--- config.mk ---
export PLATFORM = sky130hd
export DESIGN_NAME = button_conditioner
export DESIGN_NICKNAME = d
export VERILOG_FILES = /design/src/rtl/btn_pkg.sv /design/src/rtl/debounce_filter.sv /design/src/rtl/button_conditioner.sv
export SDC_FILE = /design/constraint.sdc
export NUM_CORES = 1
export LEC_CHECK = 0
export CORE_MARGIN = 1
export CORE_UTILIZATION = 37
export DETAILED_ROUTE_END_ITERATION = 8
export PLACE_DENSITY_LB_ADDON = 0.3
export SETUP_SLACK_MARGIN = 0.2
export SLEW_MARGIN = 20
export SYNTH_ARGS = -nofsm -noshare
export SYNTH_HDL_FRONTEND = slang
export SYNTH_SLANG_ARGS = --single-unit
export TNS_END_PERCENT = 50
--- constraint.sdc ---
create_clock -name clk -period 2.5 [get_ports clk]
set_input_delay 0.5 -clock clk [delete_from_list [all_inputs] [get_ports clk]]
set_output_delay 0.5 -clock clk [all_outputs]
set_load 0.01 [all_outputs]
--- src/rtl/btn_pkg.sv ---
// Shared definitions for the push-button front-end: FSM encoding and
// default cycle counts for a 100 MHz clock.
package btn_pkg;

    typedef enum logic [1:0] {
        ST_IDLE    = 2'd0,
        ST_PRESSED = 2'd1,
        ST_HELD    = 2'd2
    } btn_state_t;

    localparam int DEF_DEBOUNCE_CYCLES = 2_000_000;    // 20 ms
    localparam int DEF_LONG_CYCLES     = 100_000_000;  // 1 s

endpackage

--- src/rtl/debounce_filter.sv ---
// Two-flop synchroniser plus stability counter; dout_stable only follows the
// input after it has held a new level for DEBOUNCE_CYCLES consecutive cycles.
module debounce_filter import btn_pkg::*; #(
    parameter int DEBOUNCE_CYCLES = DEF_DEBOUNCE_CYCLES
) (
    input  logic clk,
    input  logic rst,
    input  logic din_async,
    output logic dout_stable
);

    localparam int DBW = $clog2(DEBOUNCE_CYCLES);

    if (DEBOUNCE_CYCLES < 2) begin : g_chk
        $error("debounce_filter: DEBOUNCE_CYCLES must be >= 2");
    end

    logic           sync_d;
    logic           sync_q;
    logic           stable;
    logic [DBW-1:0] db_cnt;

    always_ff @(posedge clk or negedge rst) begin
        if (!rst) begin
            sync_d <= 1'b0;
            sync_q <= 1'b0;
        end else begin
            sync_d <= din_async;
            sync_q <= sync_d;
        end
    end

    // Any return to the accepted level restarts the count, so glitches shorter
    // than the window are discarded.
    always_ff @(posedge clk or negedge rst) begin
        if (!rst) begin
            stable <= 1'b0;
            db_cnt <= '0;
        end else if (sync_q == stable) begin
            db_cnt <= '0;
        end else if (db_cnt == DBW'(DEBOUNCE_CYCLES - 1)) begin
            stable <= sync_q;
            db_cnt <= '0;
        end else begin
            db_cnt <= db_cnt + 1'b1;
        end
    end

    assign dout_stable = stable;

endmodule

--- src/rtl/button_conditioner.sv ---
// Debounced push-button classifier: emits one-cycle press, short-release and
// long-hold pulses for the LED sequencer.
module button_conditioner import btn_pkg::*; #(
    parameter int DEBOUNCE_CYCLES = DEF_DEBOUNCE_CYCLES,
    parameter int LONG_CYCLES     = DEF_LONG_CYCLES
) (
    input  logic clk,
    input  logic rst,
    input  logic btn_raw,
    output logic btn_level,
    output logic press_pulse,
    output logic short_pulse,
    output logic long_pulse,
    output logic busy
);

    localparam int HW = $clog2(LONG_CYCLES);

    if (LONG_CYCLES < 2) begin : g_chk
        $error("button_conditioner: LONG_CYCLES must be >= 2");
    end

    logic          stable;
    logic          stable_d;
    btn_state_t    state, state_nxt;
    logic [HW-1:0] hold_cnt, hold_nxt;
    logic          press_nxt, short_nxt, long_nxt;

    debounce_filter #(.DEBOUNCE_CYCLES(DEBOUNCE_CYCLES)) u_db (
        .clk         (clk),
        .rst         (rst),
        .din_async   (btn_raw),
        .dout_stable (stable)
    );

    always_ff @(posedge clk or negedge rst) begin
        if (!rst) begin
            state       <= ST_IDLE;
            stable_d    <= 1'b0;
            hold_cnt    <= '0;
            press_pulse <= 1'b0;
            short_pulse <= 1'b0;
            long_pulse  <= 1'b0;
        end else begin
            state       <= state_nxt;
            stable_d    <= stable;
            hold_cnt    <= hold_nxt;
            press_pulse <= press_nxt;
            short_pulse <= short_nxt;
            long_pulse  <= long_nxt;
        end
    end

    // Release is tested as a level so that a release coinciding with the long
    // threshold is still noticed from HELD on the following cycle.
    always_comb begin
        state_nxt = state;
        hold_nxt  = hold_cnt;
        press_nxt = 1'b0;
        short_nxt = 1'b0;
        long_nxt  = 1'b0;
        case (state)
            ST_IDLE: begin
                if (stable && !stable_d) begin
                    press_nxt = 1'b1;
                    hold_nxt  = '0;
                    state_nxt = ST_PRESSED;
                end
            end
            ST_PRESSED: begin
                if (hold_cnt == HW'(LONG_CYCLES - 1)) begin
                    long_nxt  = 1'b1;
                    state_nxt = ST_HELD;
                end else begin
                    hold_nxt = hold_cnt + 1'b1;
                    if (!stable) begin
                        short_nxt = 1'b1;
                        state_nxt = ST_IDLE;
                    end
                end
            end
            ST_HELD: begin
                if (!stable) state_nxt = ST_IDLE;
            end
            default: state_nxt = ST_IDLE;
        endcase
    end

    assign btn_level = stable;
    assign busy      = (state != ST_IDLE);

endmodule

==> results of run 1 <==
==> cells by family after synthesis <==
family | Yosys count
adder cells (fa/ha/maj) | 2
AND/OR/NAND/NOR | 143
XOR/XNOR | 32
AO/OA/AOI/OAI | 24
flip-flops | 57
multiplexers | 4
buffers and inverters | 12
==> metal layers <==
| metal | routed length [um] | up-vias |
|---|---|---|
| met5 | 0 | - |
| met4 | 72 | 0 |
| met3 | 167 | 9 |
| met2 | 2390 | 19 |
| met1 | 2410 | 956 |
| li1 | - | 1006 |
==> worst paths after layout <==
kind	to	slack [ns]
worst max-delay path	busy	0.46
worst min-delay path	hold_cnt[21]	0.29
worst max register to register	hold_cnt[16]	0.56
worst min register to register	u_db.sync_q	0.37
max in group asynchronous	u_db.db_cnt[2]	1.72
min in group clk	u_db.sync_q	0.37
==> cells in the final DEF, fill, tap and decap left out, drive strengths merged, types with 2 or more instances in the layout <==
| master | n |
|---|---|
| a21oi | 4 |
| and2 | 2 |
| and3 | 5 |
| and4 | 6 |
| buf | 3 |
| clkbuf | 10 |
| clkdlybuf4s50 | 6 |
| clkinv | 5 |
| dfrtp | 57 |
| ha | 2 |
| inv | 4 |
| mux2i | 3 |
| nand2 | 20 |
| nand2b | 2 |
| nand3 | 22 |
| nand4 | 13 |
| nor2 | 42 |
| nor3 | 9 |
| nor4 | 7 |
| nor4b | 4 |
| o211ai | 3 |
| o21ai | 7 |
| o311ai | 2 |
| o31ai | 2 |
| o41ai | 2 |
| or2 | 3 |
| or3 | 5 |
| xnor2 | 21 |
| xor2 | 11 |
==> worst reg2reg max path: stages (launching register included) <==
cell,delay [ns]
dfrtp_1,0.41
or2_2,0.31
or3b_1,0.57
clkinv_1,0.25
nor2_1,0.06
a41o_1,0.23
==> final cells by class <==
class                   instances  area share
clock buffers                  10      0.0410
flip-flops and latches         57       0.458
clock inverters                 6      0.0221
inverters                       5     0.00603
multi-input cells             205       0.407
well taps                      99      0.0398
repair buffers                  9      0.0257
==> stage by stage <==
step	area, um^2	hold WS, ns	power (W)	util	setup WS [ns]
3_3_place_gp	2920	0.337	0.000986	0.404	0.583
4_1_cts	3110	0.326	0.00184	0.431	0.450
3_5_place_dp	2920	0.366	0.000987	0.404	0.558
6_report	3110	0.292	0.00182	0.431	0.462
2_1_floorplan	2760	0.204	0.000962	-	0.852
5_1_grt	3110	0.367	0.00190	0.431	0.306
==> sequential cells by signal (all words and copies together) (netlist names) <==
register and flops:
hold_cnt 27, u_db.db_cnt 21, state 2, long_pulse 1, press_pulse 1, short_pulse 1, stable_d 1, u_db.dout_stable 1
u_db.sync_d 1, u_db.sync_q 1
==> report_power, final <==
part,internal [W],switching (W),total (W)
logic,0.00000786,0.0000271,0.0000350
clock network,0.000463,0.000385,0.000848
registers,0.000928,0.00000490,0.000933
==> results.cfg, run 1 <==
[cells_and_area]
multi_input_area_um2 = 1270
area_delta_synth_final_pct = 13.0
diodes = 0
final_layout_size_suffix_gt1_frac = 0.0925
nFillCells = 714
nets = 292
final-instance-count-excl-fill = 391
regArea_um2 = 1430

[critical_path]
end_kind = output port
worstPathCellList = or2_2 -> clkdlybuf4s50_1
crit_path_max_fanout = 4
cp_data_arrival_time_ns = 1.54
cpPeakStageDelay_ns = 0.48
crit_slowest_cell = clkdlybuf4s50_1
crit_buf_inv = 1
r2r_cells = 5
cp.depth = 2
cp-start-kind = flip-flop
cp-startpoint = state[0]
r2r_start = state[0]
critPathKind = reg -> out
path_delay_family = buffers and inverters
required_ns = 2.00

[global_routing]
antenna_found_initial = 0
gr-usage-met1 = 0.174
grt_max_degree = 58
use_met3 = 0.0588
grt_pass1_vias = 1817
overflow = 0
grt-busiest-layer = met2
grt_usage = 0.143
grt_first_pass_wirelength_um = 8390
use_met2 = 0.227

[route]
drt_first_pass_iters = 4
wl_um = 5050
wl_per_cell_um = 12.9
drtAntennaViolNets = 0
via_per_inst = 5.09
drc_errors = 0
drtIter0Drc = 107
vias = 1990

[clock_network]
cts.clk_slew.worst_paths_ns = 0.07
clock-sinks = 57
cts_hold_buf = 0
insertion_delay_ns = 0.34
post_cts_resized = 0
root_buffer = clkbuf_8
cts_tree = yes
htreeDepth = 3
cts_setup_buffers = 0
cts_buffers = 9
clock_path_buffers = 2

[sta]
fin_worst_skew_ns = 0.0111
maxSlewViolCount = 0
finalCritPeriodShare = 0.815
rsz0062_at_grt = false
max_freq_ghz = 0.491
fin_crit_ns = 2.04
setup_viol = 0
worst_slew_pin_slew_ns = 0.726
tns_ns = 0
max_slew_margin = 0.516
final-hold-violation-count = 0

[synthesis]
synth_simple_gate_area_share = 0.274
synth_area_per_cell_um2 = 10.1
yosysTopAreaCell = dfrtp_1
synth_seq_cells = 57
synth_fp_nets = 279
synth_edf_count = 0
synth-seq-area-share = 0.518
post-synth-top-count-cell = dfrtp_1
synthAdderAreaFrac = 0.00908
async_flop_share = 1.00
synth_area_leaders = dfrtp_1 (52%), xnor2_1 (6.7%), nor2_1 (5.7%)
synth.yosys.warnings = 0
synth.top_cells.by_count = dfrtp_1 (57), nor2_1 (42), nand3_1 (22), xnor2_1 (21), nand2_1 (19)
yosys-mux-area-fraction = 0.0150
synth_area_um2 = 2760
synth_top_family_by_area = simple AND/OR/NAND/NOR gates
synthXorXnorAreaFrac = 0.102
syn_inst = 274
yosysUniqueCellTypes = 42
synth_top_area_frac = 0.518
synth_compound_area_frac = 0.0604
synth_ff_type = dfrtp_1

[placed_design]
place.gp.congestion = 0.757
place_hpwl_um = 3280
port_buffers = 7
dp.cells = 375

[outcome]
run_status = complete, no violations

[die]
rows = 31
ioPinCount = 8
die_w_um = 88.3
dieArea_um2 = 7800
die_h_um = 88.3
start_util = 0.382
core_um2 = 7210

[job]
max_cap_violations = 0

[power_and_ir_drop]
leakage_nw = 1.32
peakVddDrop_v = 0.000290
powerDensity_nw_per_um2 = 583

[worst_hold_path]
hold_path.class = in -> async
Power figures use the tool's default switching activity.
==> inputs of run 2 (changes only) <==
- clock period: 2.5 -> 1.8 ns (I/O delays scaled with it)
==> results.cfg, run 2 (synthesized netlist as in run 1, its figures left out) <==
[power_and_ir_drop]
leakage_nw = 1.64
powerDensity_nw_per_um2 = 690
peakVddDrop_v = 0.000393

[clock_network]
insertion_delay_ns = 0.34
clock-sinks = 57
cts_buffers = 9
clock_path_buffers = 2
root_buffer = clkbuf_8
cts.clk_slew.worst_paths_ns = 0.08
cts_tree = yes
htreeDepth = 3

[job]
max_cap_violations = 0

[route]
drtAntennaViolNets = 0
via_per_inst = 5.17
drtIter0Drc = 106
drc_errors = 0
vias = 2233
wl_um = 6270
drt_first_pass_iters = 4
wl_per_cell_um = 14.5

[sta]
worst_slew_pin_slew_ns = 0.535
fin_crit_ns = 1.62
max_slew_margin = 0.643
maxSlewViolCount = 0
max_freq_ghz = 0.617
fin_hold_ws_ns = -0.00268
final-hold-violation-count = 7
rsz0062_at_grt = true
tns_ns = 0
finalCritPeriodShare = 0.901
fin_worst_skew_ns = 0.0101
setup_viol = 0

[cells_and_area]
reg.largest.list = hold_cnt (27), u_db.db_cnt (21), state (2)
regArea_um2 = 1430
diodes = 0
layout_commonest_cell = dfrtp_1
nFillCells = 637
final-instance-count-excl-fill = 432
final_area_um2 = 3770
layout_common_cells = dfrtp_1 (56), buf_4 (34), nor2_1 (31), xnor2_1 (21), nand3_1 (20)
postLayoutCoreUtil = 0.522
multi_input_area_um2 = 1530
regMostFlops = hold_cnt
final_layout_size_suffix_gt1_frac = 0.330
area_delta_synth_final_pct = 36.7
largest_register_ffs = 27
nets = 333

[critical_path]
worstPathCellList = ha_2 -> and3_4 -> nand4_4 -> o21ai_2 -> buf_6 -> or3_1 -> a21oi_1
cp_data_arrival_time_ns = 1.89
required_ns = 2.07
crit_path_max_fanout = 11
cpPeakStageDelay_ns = 0.39
cp-start-kind = flip-flop
end_kind = flip-flop
critPathKind = reg -> reg
crit_slowest_cell = dfrtp_1

[outcome]
violations = negative hold slack
run_status = finished with violations

[global_routing]
grt_first_pass_wirelength_um = 9670
antenna_found_initial = 0
grt_max_degree = 37
grt_usage = 0.163
overflow = 0
grt_pass1_vias = 2076

[placed_design]
dp.cells = 393
place_hpwl_um = 3610
port_buffers = 7
place.gp.congestion = 0.757
place_area_um2 = 3080

[die]
die_w_um = 88.3
rows = 31
dieArea_um2 = 7800
ioPinCount = 8
start_util = 0.382
die_h_um = 88.3
core_um2 = 7210

[worst_hold_path]
hold_path.class = in -> async
-- run 2: cell types whose count changed in the layout (fill, tap and decap cells not counted), moves of 4 or more --
cell	delta
nor2_2	+5
buf_6	+4
buf_4	+32
nor2_4	+6
nor4_4	+4
nor4_1	-6
nor2_1	-11
-- run 2: critical path, delay by kind of cell (launching register included) --
kind,cells,cell delay (ns)
AOI/OAI and AO/OA,2,0.19
adders and majority gates,1,0.20
DFF,1,0.39
and+or+nand+nor,3,0.62
buffers and inverters,1,0.14
-- run 2: metal layers --
metal  global-route usage  routed length, um  vias up
li1                     -                  -     1088
met4               0.0645                 96        0
met2                0.273               3260       29
met1                0.197               2710     1102
met5                    0                  0        -
met3               0.0485                202       14
-- run 2: where the power goes --
part           internal [W]  switching [W]  leakage [nW]
combinational     0.0000380      0.0000495         0.751
sequential          0.00129     0.00000570         0.788
clock              0.000652       0.000566         0.104
total               0.00198       0.000621          1.64
-- run 2: metrics by stage --
| step | setup slack, ns | hold WS [ns] | total power (W) |
|---|---|---|---|
| 6_report | 0.178 | -0.00268 | 0.00260 |
| 3_5_place_dp | 0.0399 | 0.341 | 0.00138 |
| 2_1_floorplan | 0.178 | 0.0644 | 0.00134 |
| 4_1_cts | 0.176 | 0.00376 | 0.00261 |
| 3_3_place_gp | 0.0747 | 0.338 | 0.00138 |
| 5_1_grt | 0.0956 | 0.0323 | 0.00269 |
-- run 2: final timing paths --
kind	from	end	slack (ns)	cells past startpoint
max reg2reg	hold_cnt[0]	hold_cnt[6]	0.18	7
max in group asynchronous	rst	u_db.dout_stable	1.23	2
min in group clk	u_db.sync_d	u_db.sync_q	0.35	0
min	rst	press_pulse	-0.003	1
max	hold_cnt[0]	hold_cnt[6]	0.18	7
min reg2reg	u_db.sync_d	u_db.sync_q	0.35	0
-- run 2: layout make-up --
cell class	instances	share of cell area
clock buffer	9	0.0329
clock inverter	7	0.0209
inverter	5	0.00598
multi-input combinational	206	0.407
sequential	57	0.379
tap	99	0.0329
timing repair buffer	49	0.121
-- run 2: timing repair --
item | in CTS | in global routing
gates cloned | 1 | 3
setup buffers | 13 | 6
endpoints found under the setup margin | 48 | 51
resized for setup | 24 | 47
hold buffers | 0 | 0
pin swaps | 7 | 19
